--- src/rtl/axi_rd_pkg.sv ---
// Shared types and AXI constants for the burst read master and its watchdog.
package axi_rd_pkg;

  typedef enum logic [1:0] {
    ST_IDLE = 2'd0,
    ST_AR   = 2'd1,
    ST_R    = 2'd2,
    ST_DONE = 2'd3
  } state_t;

  localparam logic [1:0] RESP_OKAY   = 2'b00;
  localparam logic [1:0] RESP_EXOKAY = 2'b01;
  localparam logic [1:0] RESP_SLVERR = 2'b10;
  localparam logic [1:0] RESP_DECERR = 2'b11;

  localparam logic [1:0] BURST_INCR = 2'b01;

  // ARSIZE encoding for a full-width beat: log2 of the byte count.
  function automatic logic [2:0] axi_size(input int data_w);
    logic [2:0] s;
    s = 3'd0;
    for (int i = 0; i < 8; i++) begin
      if ((1 << i) == (data_w / 8)) s = 3'(i);
    end
    return s;
  endfunction

endpackage

--- src/rtl/axi_rd_watchdog.sv ---
// Down-counting stall watchdog: reloads on load, counts while en, flags expire at terminal count.
module axi_rd_watchdog #(
  parameter int LIMIT = 256
) (
  input  logic clk,
  input  logic rst,
  input  logic load,
  input  logic en,
  output logic expire
);

  localparam int CW = $clog2(LIMIT + 1);
  localparam logic [CW-1:0] TC_START = CW'(LIMIT - 1);

  logic [CW-1:0] cnt;

  always_ff @(posedge clk or negedge rst) begin
    if (!rst) begin
      cnt <= TC_START;
    end else if (load) begin
      cnt <= TC_START;
    end else if (en && (cnt != '0)) begin
      cnt <= cnt - 1'b1;
    end
  end

  // A handshake in the terminal cycle wins over the timeout.
  assign expire = en && !load && (cnt == '0);

endmodule

--- src/rtl/axi_burst_read_master.sv ---
// AXI4 read master: one requester read becomes a single INCR burst of 1..MAX_BEATS beats.
// Define AXI_RD_TIMEOUT_EN to add a watchdog that aborts a stalled burst into DONE with err_o[1].
//
// state | meaning
// IDLE  | no burst, ARID parked on IDLE_ID
// AR    | address phase, ARVALID held until ARREADY
// R     | data phase, beats streamed until RLAST
// DONE  | burst finished, last beat and errors held
module axi_burst_read_master
  import axi_rd_pkg::*;
#(
  parameter int ID_W        = 4,
  parameter int ADDR_W      = 32,
  parameter int DATA_W      = 32,
  parameter int MAX_BEATS   = 16,
  parameter int LEN_W       = (MAX_BEATS > 2) ? $clog2(MAX_BEATS) : 1,
  parameter logic [ID_W-1:0] MY_ID   = 4'b0001,
  parameter logic [ID_W-1:0] IDLE_ID = 4'b0010,
  parameter int TIMEOUT_CYC = 256
) (
  input  logic              clk,
  input  logic              rst,
  input  logic              req_i,
  input  logic [ADDR_W-1:0] addr_i,
  input  logic [LEN_W-1:0]  len_i,
  input  logic              hold_i,
  output logic              busy_o,
  output logic              beat_o,
  output logic [LEN_W-1:0]  beat_idx_o,
  output logic [DATA_W-1:0] rdata_o,
  output logic [1:0]        err_o,
  output logic              done_o,
  output logic [ID_W-1:0]   ARID,
  output logic [ADDR_W-1:0] ARADDR,
  output logic [7:0]        ARLEN,
  output logic [2:0]        ARSIZE,
  output logic [1:0]        ARBURST,
  output logic              ARVALID,
  input  logic              ARREADY,
  input  logic [ID_W-1:0]   RID,
  input  logic [DATA_W-1:0] RDATA,
  input  logic [1:0]        RRESP,
  input  logic              RLAST,
  input  logic              RVALID,
  output logic              RREADY
);

  state_t             state;
  logic               ar_valid_q;
  logic               r_ready_q;
  logic               beat_q;
  logic               done_q;
  logic [LEN_W-1:0]   len_q;
  logic [LEN_W-1:0]   idx_q;
  logic [LEN_W:0]     cnt;
  logic [DATA_W-1:0]  rdata_q;
  logic [1:0]         err_q;
  logic               ar_hs;
  logic               r_hs;
  logic               resp_bad;
  logic               id_bad;
  logic               start;
  logic               wd_expire;

  assign ar_hs    = ar_valid_q & ARREADY;
  assign r_hs     = r_ready_q & RVALID;
  assign resp_bad = (RRESP == RESP_SLVERR) || (RRESP == RESP_DECERR) || (RRESP == RESP_EXOKAY);
  assign id_bad   = (RID != MY_ID);
  assign start    = req_i && ((state == ST_IDLE) || ((state == ST_DONE) && !hold_i));

  always_ff @(posedge clk or negedge rst) begin
    if (!rst) begin
      state      <= ST_IDLE;
      ar_valid_q <= 1'b0;
      r_ready_q  <= 1'b0;
      beat_q     <= 1'b0;
      done_q     <= 1'b0;
      len_q      <= '0;
      idx_q      <= '0;
      cnt        <= '0;
      rdata_q    <= '0;
      err_q      <= '0;
    end else begin
      beat_q <= 1'b0;
      case (state)
        ST_IDLE, ST_DONE: begin
          if (start) begin
            state      <= ST_AR;
            ar_valid_q <= 1'b1;
            done_q     <= 1'b0;
            len_q      <= len_i;
            cnt        <= '0;
            err_q      <= '0;
          end else if (!((state == ST_DONE) && hold_i)) begin
            state  <= ST_IDLE;
            done_q <= 1'b0;
          end
        end
        ST_AR: begin
          if (ar_hs) begin
            state      <= ST_R;
            ar_valid_q <= 1'b0;
            r_ready_q  <= 1'b1;
          end else if (wd_expire) begin
            state      <= ST_DONE;
            ar_valid_q <= 1'b0;
            done_q     <= 1'b1;
            err_q[1]   <= 1'b1;
          end
        end
        ST_R: begin
          if (r_hs) begin
            rdata_q <= RDATA;
            idx_q   <= cnt[LEN_W-1:0];
            beat_q  <= 1'b1;
            if (cnt != '1) cnt <= cnt + 1'b1;
            // Overrun, short burst, bad response or foreign ID all fold into err[0].
            if (resp_bad || id_bad || (cnt > {1'b0, len_q}) ||
                (RLAST && (cnt != {1'b0, len_q}))) begin
              err_q[0] <= 1'b1;
            end
            if (RLAST) begin
              state     <= ST_DONE;
              r_ready_q <= 1'b0;
              done_q    <= 1'b1;
            end
          end else if (wd_expire) begin
            state     <= ST_DONE;
            r_ready_q <= 1'b0;
            done_q    <= 1'b1;
            err_q[1]  <= 1'b1;
          end
        end
        default: state <= ST_IDLE;
      endcase
    end
  end

`ifdef AXI_RD_TIMEOUT_EN
  logic wd_en;
  logic wd_load;

  assign wd_en   = (state == ST_AR) || (state == ST_R);
  assign wd_load = !wd_en || ar_hs || r_hs;

  axi_rd_watchdog #(
    .LIMIT (TIMEOUT_CYC)
  ) u_watchdog (
    .clk    (clk),
    .rst    (rst),
    .load   (wd_load),
    .en     (wd_en),
    .expire (wd_expire)
  );
`else
  logic unused_timeout_cfg;
  assign unused_timeout_cfg = (TIMEOUT_CYC == 0);
  assign wd_expire = 1'b0;
`endif

  always_comb begin
    busy_o = 1'b0;
    case (state)
      ST_IDLE: busy_o = req_i;
      ST_AR:   busy_o = 1'b1;
      ST_R:    busy_o = 1'b1;
      default: busy_o = 1'b0;
    endcase
  end

  assign beat_o     = beat_q;
  assign beat_idx_o = idx_q;
  assign rdata_o    = rdata_q;
  assign err_o      = err_q;
  assign done_o     = done_q;

  assign ARID    = (state == ST_IDLE) ? IDLE_ID : MY_ID;
  assign ARADDR  = ar_valid_q ? addr_i : '0;
  assign ARLEN   = ar_valid_q ? 8'(len_q) : 8'd0;
  assign ARSIZE  = axi_size(DATA_W);
  assign ARBURST = BURST_INCR;
  assign ARVALID = ar_valid_q;
  assign RREADY  = r_ready_q;

endmodule

--- config.mk ---
export PLATFORM = sky130hd
export DESIGN_NAME = axi_burst_read_master
export DESIGN_NICKNAME = d
export VERILOG_FILES = /design/src/rtl/axi_rd_pkg.sv /design/src/rtl/axi_rd_watchdog.sv /design/src/rtl/axi_burst_read_master.sv
export SDC_FILE = /design/constraint.sdc
export NUM_CORES = 1
export LEC_CHECK = 0
export BUFFER_PORTS_ARGS = -buffer_cell sky130_fd_sc_hd__clkbuf_2
export CORE_MARGIN = 2
export CORE_UTILIZATION = 35
export CTS_CLUSTER_SIZE = 28
export DETAILED_ROUTE_END_ITERATION = 12
export PLACE_DENSITY = 0.69
export SLEW_MARGIN = 20
export SYNTH_ARGS = -nofsm -noshare
export SYNTH_HDL_FRONTEND = slang
export SYNTH_HIERARCHICAL = 1
export SYNTH_SLANG_ARGS = --single-unit
--- constraint.sdc ---
create_clock -name clk -period 2.28 [get_ports clk]
set_input_delay 0.456 -clock clk [delete_from_list [all_inputs] [get_ports clk]]
set_output_delay 0.456 -clock clk [all_outputs]
set_load 0.05 [all_outputs]
## After elaboration in Yosys (flattened, before gate mapping)

Cells that the tools add are included.

- Register bits after elaboration: 53
- Word-level logic and storage cells: 92
- Input port bits: 81
- Output and inout port bits: 92

- Muxes and demuxes: 33
- Bitwise operators: 4
- Equal/unequal tests: 16
- $add $sub $neg: 1
- $lt $le $gt $ge: 1
- Reductions and logical operators: 26

Operators with widths:

| cell | number |
|---|---|
| 2-to-1 mux 32 bit | 1 |
| AND reduction 4 bit | 5 |
| 2-to-1 mux 5 bit | 3 |
| 2-to-1 mux 1 bit | 14 |
| 2-to-1 mux 2 bit | 7 |
| != test 2 bit (second input constant) | 6 |
| one-hot mux 1 bit (2 select lines) | 5 |
| one-hot mux 5 bit (2 select lines) | 1 |
| equality test 2 bit (second input constant) | 4 |
| logical OR 1 bit | 6 |
| one-hot mux 2 bit (3 select lines) | 1 |
| AND reduction 2 bit | 3 |
| nonzero test 2 bit | 3 |
| adder 5 x 1 -> 5 bit (second input constant) | 1 |
| > comparator 5 x 4 -> 1 bit | 1 |
| != test 5 x 4 -> 1 bit | 1 |
| != test 5 bit (second input constant) | 1 |
| equality test 2 x 1 -> 1 bit (second input constant) | 2 |
| logical AND 1 bit | 4 |
| 2-to-1 mux 4 bit | 1 |
| != test 4 x 1 -> 1 bit (second input constant) | 1 |
| OR reduction 2 bit | 2 |
| != test 3 bit (second input constant) | 1 |
| AND reduction 3 bit | 1 |
| other kinds (4) | 6 |

## Logic depth before layout (Yosys ltp)

Gate-level depths: netlist of run 1.

- Depth in word-level cells: 9
- Gate-level depth with buffers: 7
- Depth with buffers taken out: 7

## Worst setup path after synthesis of run 1

Ideal clock, no wire load.

- Path type: reg-to-output
- Start point: register state[0]
- End point: output port busy_o
- Stages on the path, launching flop included: 5
- Path slack: -0.117 ns
- Path buffers: 0
- Arrival time: 1.941 ns
- Required time: 1.824 ns
- Cells stage by stage: dfrtp_1 -> inv_1 -> ha_1 -> a21oi_1 -> nor2_1

- Cells in the longest elaborated chain, start to end: 3
- Elaborated cells on any way between the ends: 5
- Those cells by class: eq/ne (2); mux (1); reduce/logical (2)

RTL lines:

| item | line | source |
|---|---|---|
| from (decl) | axi_burst_read_master.sv:48 | `state_t state;` |
| from (signal assigned) | axi_burst_read_master.sv:73 | `state <= ST_IDLE;` |
| from (signal assigned) | axi_burst_read_master.sv:88 | `state <= ST_AR;` |
| from (signal assigned) | axi_burst_read_master.sv:95 | `state <= ST_IDLE;` |
| equality test 2 bit or equality test 2 x 1 -> 1 bit (tied branches) | axi_burst_read_master.sv:163 | `case (state)` |
| OR reduction 2 bit (no line) | - |  |
| one-hot mux 1 bit (2 select lines) (*) | axi_burst_read_master.sv:163 |  |
| to (decl) | axi_burst_read_master.sv:27 | `output logic busy_o,` |

Mark *: on every way between the ends. The rest lies on a longest branch, timed or not.

## Worst setup path after layout of run 1

Same ends and word-level chain as after synthesis.

==> metrics.yaml, run 1 <==
floorplan:
  die_y_microns: 91.6
  fp.dieArea_sq_mm: 0.00838
  die_x_microns: 91.6
  num_io_pins: 173
  start_util_pct: 36.6
  core_sq_mm: 0.00733
  fp-row-count: 31
synthesis:
  ys_warn_count: 6
  ys_seq_area_share_pct: 48.5
  ys_types: 36
  yosys_register_bits: 52
  synth_xor_xnor_area_share_pct: 0
  synthSimpleGateAreaFrac_pct: 28.5
  synth_area_leaders: "dfrtp_1 48%, nand2_1 16%, and2_1 8.6%, ha_1 5.1%, buf_4 3.6%"
  synth.top_cell.area_share_pct: 48.5
  synth.largest_area_cell: "dfrtp_1"
  synth_compound_area_share_pct: 6.67
  synth_fa_ha_area_share_pct: 5.13
  synthMuxAreaShare_pct: 3.59
  syn_area_sq_mm: 0.00268
  avgSynthCellArea_sq_um: 8.74
  post_synth_inst_count: 307
  synth_top_family_by_area: "simple AND/OR/NAND/NOR gates"
cts:
  ctsHoldBuffers: 0
  post-cts-setup-buffers: 0
  clk_pin_slew_worst_paths_ps: 90
  htree_levels: 2
  clock_latency_ps: 300
  cts_buffers: 5
  clock-sinks: 52
  cts-root-buf: "clkbuf_8"
  cts_tree: "done"
  clockBufferDepth: 2
finish:
  final_cell_mix: "159 x clkbuf_2, 111 x nand2_1, 52 x dfrtp_1"
  multi_input_area_sq_mm: 0.00123
  layout-drive-gt1-share_pct: 39.2
  final_common_cell: "clkbuf_2"
  num_antenna_cells: 0
  syn_to_final_growth_pct: 35.2
  nFillCells: 695
  nets: 555
  seq_area_sq_mm: 0.00130
setup_path:
  slowest_stage: "dfrtp_1"
  worstPathCellList: "inv_1 > ha_2 > a21oi_2 > nor2_2 > buf_2"
  cp_top_family: "flip-flops"
  crit_type: "flop to primary output"
  critPathCaptureType: "primary output"
  cp-start-kind: "flop"
  critPathRequiredTime_ps: 1820
  slowest_delay_ps: 430
  crit_fanout: 9
  cp.arrival_ps: 1660
  cp_num_buf_inv: 2
global_route:
  grt_pass1_vias: 2389
  grt_pass1_wl_mm: 11.2
  grt_usage_pct: 16.3
  antenna_found_initial: 0
  grt_start_max_net_pins: 53
  overflow: 0
timing:
  rsz0062_at_grt: "no"
  setup_tns_ps: 0
  fmax_mhz: 472
  worst_pin_slew_ps: 655
  setup_slack_ps: 161
  relSlewSlack_pct: 56.4
  hold_viol: 0
  finalSetupViolCount: 0
  period_minus_slack_ps: 2120
  fin_skew_ps: 8.92
  slew_violations: 0
  finalCritPeriodShare_pct: 92.9
route:
  dr.first_iter.drc_count: 64
  vias: 2451
  drc_errors: 0
  viasPerCell: 4.35
  ant_nets: 0
  drt-total-wl_mm: 6.76
  first_pass_iters: 4
  wl_per_cell_microns: 12.0
outcome:
  status: "complete, no violations"
pwr:
  p_leak_nw: 2.21
  p_per_area_mw_per_mm2: 438
  ir_drop_mv: 0.220
placed_design:
  dp_slack_ps: 326
  gp_congestion: 0.886
  port_buffers: 160
  hpwl_mm: 5.23
flow_run:
  maxCapViolCount: 0
hold_path:
  min_path_type: "primary input to async pin"
cells by family (layout without fill, tap and decap cells):
group,Yosys count,in the layout
simple gates,169,169
other cells,2,12
flops,52,52
fa+ha+maj,11,11
mux,9,9
buf+inv,39,186
compound gates,25,25
worst register-to-register path, cell delays in order (launching register included):
cell and delay (ps):
dfrtp_1 440, inv_1 110, ha_1 470, mux2i_1 200, a221o_1 320, nor4_2 170, mux2i_1 210
flip-flops by register name, indices dropped and copies added, names as in the netlist:
| register | cells |
|---|---|
| beat_idx_o | 4 |
| rdata_o | 32 |
| len_q | 4 |
| done_o | 1 |
| beat_o | 1 |
| ARVALID | 1 |
| RREADY | 1 |
| err_o | 1 |
| cnt | 5 |
| state | 2 |
what timing repair did:
| item | CTS | global route |
|---|---|---|
| endpoints found under the hold margin | 0 | 0 |
| gates resized for setup | 1 | 2 |
| setup endpoints to repair | 1 | 1 |
| gates cloned | 0 | 0 |
| pin swaps | 0 | 0 |
cell type report:
class	count	share of cell area, %
Sequential cell	52	35.9
Multi-Input combinational cell	226	33.9
Timing Repair Buffer	164	22.9
Tap cell	99	3.41
Clock buffer	6	2.00
Inverter	14	1.45
Clock inverter	2	0.448
synth_stat cells:
cell	number
a21boi_0	1
a21oi_1	5
a221o_1	1
a221oi_2	2
a22o_1	1
a2bb2oi_1	1
a31oi_1	1
a41oi_1	1
and2_1	37
and3_1	1
buf_1	1
buf_2	2
buf_4	13
clkbuf_1	9
clkinv_1	1
conb_1	2
dfrtp_1	52
ha_1	11
inv_1	13
mux2_2	5
mux2i_1	4
nand2_1	111
nand2b_1	2
nand3_1	6
nand3b_1	1
nand4_1	1
nor2_1	5
nor2b_1	2
nor3_1	2
nor4_2	1
o211ai_1	1
o21ai_0	6
o21ai_1	2
o221ai_1	1
o2bb2ai_1	1
o311ai_0	1
worst paths after layout:
kind / depth (start not counted) / from / endpoint / slack (ps)
hold reg to reg: 2 / rdata_o[17] / rdata_o[17] / 480
setup / recovery: 5 / state[0] / busy_o / 160
hold / removal: 2 / rst / rdata_o[19] / 260
max in group asynchronous: 2 / rst / rdata_o[3] / 1580
min in group clk: 3 / RDATA[10] / rdata_o[10] / 340
setup reg to reg: 6 / state[0] / cnt[3] / 290
where the power goes:
| part | switching, mW | internal [mW] |
|---|---|---|
| Clock | 0.299 | 0.219 |
| Sequential | 0.00237 | 0.924 |
| Combinational | 0.0895 | 0.0560 |
per-layer routing:
metal,global-route usage (%),up-vias,wire length (microns)
met4,4.42,0,55
met3,3.73,4,389
li1,-,1264,-
met5,0,-,0
met1,20.9,1106,2940
met2,27.8,77,3380
through the flow:
step / hold slack [ps] / std cells / util, % / area (sq um) / power (mW)
5_1_grt: 306 / 563 / 49.5 / 3630 / 1.69
3_3_place_gp: 458 / 555 / 48.2 / 3530 / 1.09
3_5_place_dp: 461 / 555 / 48.2 / 3530 / 1.09
2_1_floorplan: 160 / 317 / - / 2720 / 1.02
6_report: 262 / 563 / 49.5 / 3630 / 1.59
4_1_cts: 293 / 563 / 49.5 / 3630 / 1.62
(Power assumes the default switching activity.)
==> inputs of run 2 (changes only) <==
--- a/constraint.sdc
+++ b/constraint.sdc
@@ -3,2 +3,2 @@
 set_output_delay 0.456 -clock clk [all_outputs]
-set_load 0.05 [all_outputs]
+set_load 0.005 [all_outputs]
==> run 2 against run 1 <==
  * Power rose by 6.9%
  * Critical path type unchanged
  * Via count rose by 2.9%
  * Critical path depth is the same
  * Highest routed layer unchanged
  * Die area is the same
  * Flip-flop and latch count unchanged
  * Wire length is 3.6% higher
  * First-iteration DRC count increased by 120%
==> metrics.yaml, run 2 (synthesized netlist as in run 1, its figures left out) <==
outcome:
  status: "complete, no violations"
cts:
  clk_pin_slew_worst_paths_ps: 100  # about the same
  cts_buffers: 5  # unchanged
  cts_tree: "done"
  htree_levels: 2  # unchanged
  clock_latency_ps: 320  # +20 ps
  clock-sinks: 52  # unchanged
  post-cts-setup-buffers: 0  # unchanged
  cts-root-buf: "clkbuf_8"
  clockBufferDepth: 2  # unchanged
route:
  dr.first_iter.drc_count: 140  # +120%
  wl_per_cell_microns: 12.4  # +3.1%
  first_pass_iters: 4  # unchanged
  vias: 2522  # +2.9%
  ant_nets: 0  # unchanged
  drt-total-wl_mm: 7.01  # +3.6%
  viasPerCell: 4.46  # +2.4%
  drc_errors: 0  # unchanged
pwr:
  p_per_area_mw_per_mm2: 463  # +5.6%
  ir_drop_mv: 0.231  # +5.0%
  p_leak_nw: 2.24  # +1.4%
  finalPower_mw: 1.70  # +6.9%
global_route:
  grt_usage_pct: 16.8  # +0.51 points
  antenna_found_initial: 0  # unchanged
  overflow: 0  # unchanged
  grt_start_max_net_pins: 40  # -25%
  grt_pass1_vias: 2435  # +1.9%
  grt_pass1_wl_mm: 11.6  # +2.9%
finish:
  largest_reg_flops: 32  # unchanged
  final_common_cell: "clkbuf_2"
  nets: 558  # +0.54%
  seq_area_sq_mm: 0.00130  # unchanged
  syn_to_final_growth_pct: 36.8
  multi_input_area_sq_mm: 0.00123  # -0.41%
  num_antenna_cells: 0  # unchanged
  layout-drive-gt1-share_pct: 39.0  # -0.25 points
  finish.instance_area_sq_mm: 0.00367  # +1.2%
  nFillCells: 730  # +5.0%
  final_cell_mix: "160 x clkbuf_2, 111 x nand2_1, 52 x dfrtp_1"
setup_path:
  crit_fanout: 9  # unchanged
  slowest_stage: "ha_1"
  cp_top_family: "adder cells"
  critPathCaptureType: "primary output"
  slowest_delay_ps: 440  # about the same
  cp.arrival_ps: 1660  # about the same
  critPathRequiredTime_ps: 1820  # about the same
  cp-start-kind: "flop"
  crit_type: "flop to primary output"
  worstPathCellList: "inv_1 > ha_1 > a21oi_2 > nor2_1 > clkbuf_2"
  cp_num_buf_inv: 2  # unchanged
floorplan:
  die_y_microns: 91.6  # unchanged
  core_sq_mm: 0.00733  # unchanged
  fp-row-count: 31  # unchanged
  die_x_microns: 91.6  # unchanged
  num_io_pins: 173  # unchanged
  start_util_pct: 36.6  # unchanged
  fp.dieArea_sq_mm: 0.00838  # unchanged
hold_path:
  min_path_type: "primary input to flop"
timing:
  setup_tns_ps: 0  # unchanged
  finalSetupViolCount: 0  # unchanged
  slew_violations: 0  # unchanged
  rsz0062_at_grt: "no"
  fmax_mhz: 472  # about the same
  hold_viol: 0  # unchanged
  period_minus_slack_ps: 2120  # -0.649 ps
  fin_skew_ps: 9.48  # +0.560 ps
  finalCritPeriodShare_pct: 92.9  # about the same
placed_design:
  post_dp_cell_area_sq_mm: 0.00355  # +0.35%
  hpwl_mm: 5.49  # +5.0%
  gp_congestion: 0.844  # -4.7%
  port_buffers: 160  # unchanged
flow_run:
  maxCapViolCount: 0  # unchanged
run 2: layer usage:
layer  share of wire, %  global-route usage, %
met4                1.4                   5.56
met3                4.0                   2.41
met1                 45                   22.3
met5                  0                      0
met2                 49                   28.3
run 2: area by class of cell:
type	count	share of cell area (%)
multi-input combinational	226	33.4
timing repair buffer	167	23.3
sequential	52	35.4
clock buffer	6	1.98
inverter	14	1.43
tap	99	3.37
clock inverter	2	1.06
run 2: worst paths after layout:
check / depth (start not counted) / slack [ps] / endpoint / startpoint
worst min-delay path: 3 / 330 / rdata_o[18] / RDATA[18]
worst max register to register: 6 / 290 / cnt[3] / state[0]
max in group asynchronous: 3 / 1120 / rdata_o[27] / rst
min in group asynchronous: 2 / 550 / rdata_o[21] / rst
worst max-delay path: 5 / 160 / busy_o / state[0]
worst min register to register: 2 / 480 / rdata_o[27] / rdata_o[27]
run 2: power by group:
group | switching (mW) | total, mW | internal, mW
Combinational | 0.0535 | 0.112 | 0.0585
Clock | 0.328 | 0.661 | 0.332
Sequential | 0.00269 | 0.927 | 0.924
Total | 0.384 | 1.70 | 1.32
run 2: worst register-to-register path: cells and delay by family, from the launching register on:
kind | cells | cell delay (ps)
flops | 1 | 440
fa+ha+maj | 1 | 460
compound gates | 1 | 330
mux | 2 | 410
simple gates | 1 | 170
buf+inv | 1 | 110
run 2: through the flow:
stage / utilization [%] / std cells / worst slack (ps) / hold WS [ps]
finish: 50.1 / 566 / 162 / 325
global route: 50.1 / 566 / 46.6 / 312
CTS: 50.0 / 566 / 86.4 / 316
detailed placement: 48.4 / 557 / 317 / 345
global placement: 48.4 / 557 / 411 / 353
floorplan: - / 317 / 497 / 160
run 2: timing repair:
item | CTS | global route
hold buffers | 1 | 0
endpoints found under the setup margin | 0 | 1
hold endpoints to repair | 6 | 0
gates resized for setup | 0 | 1
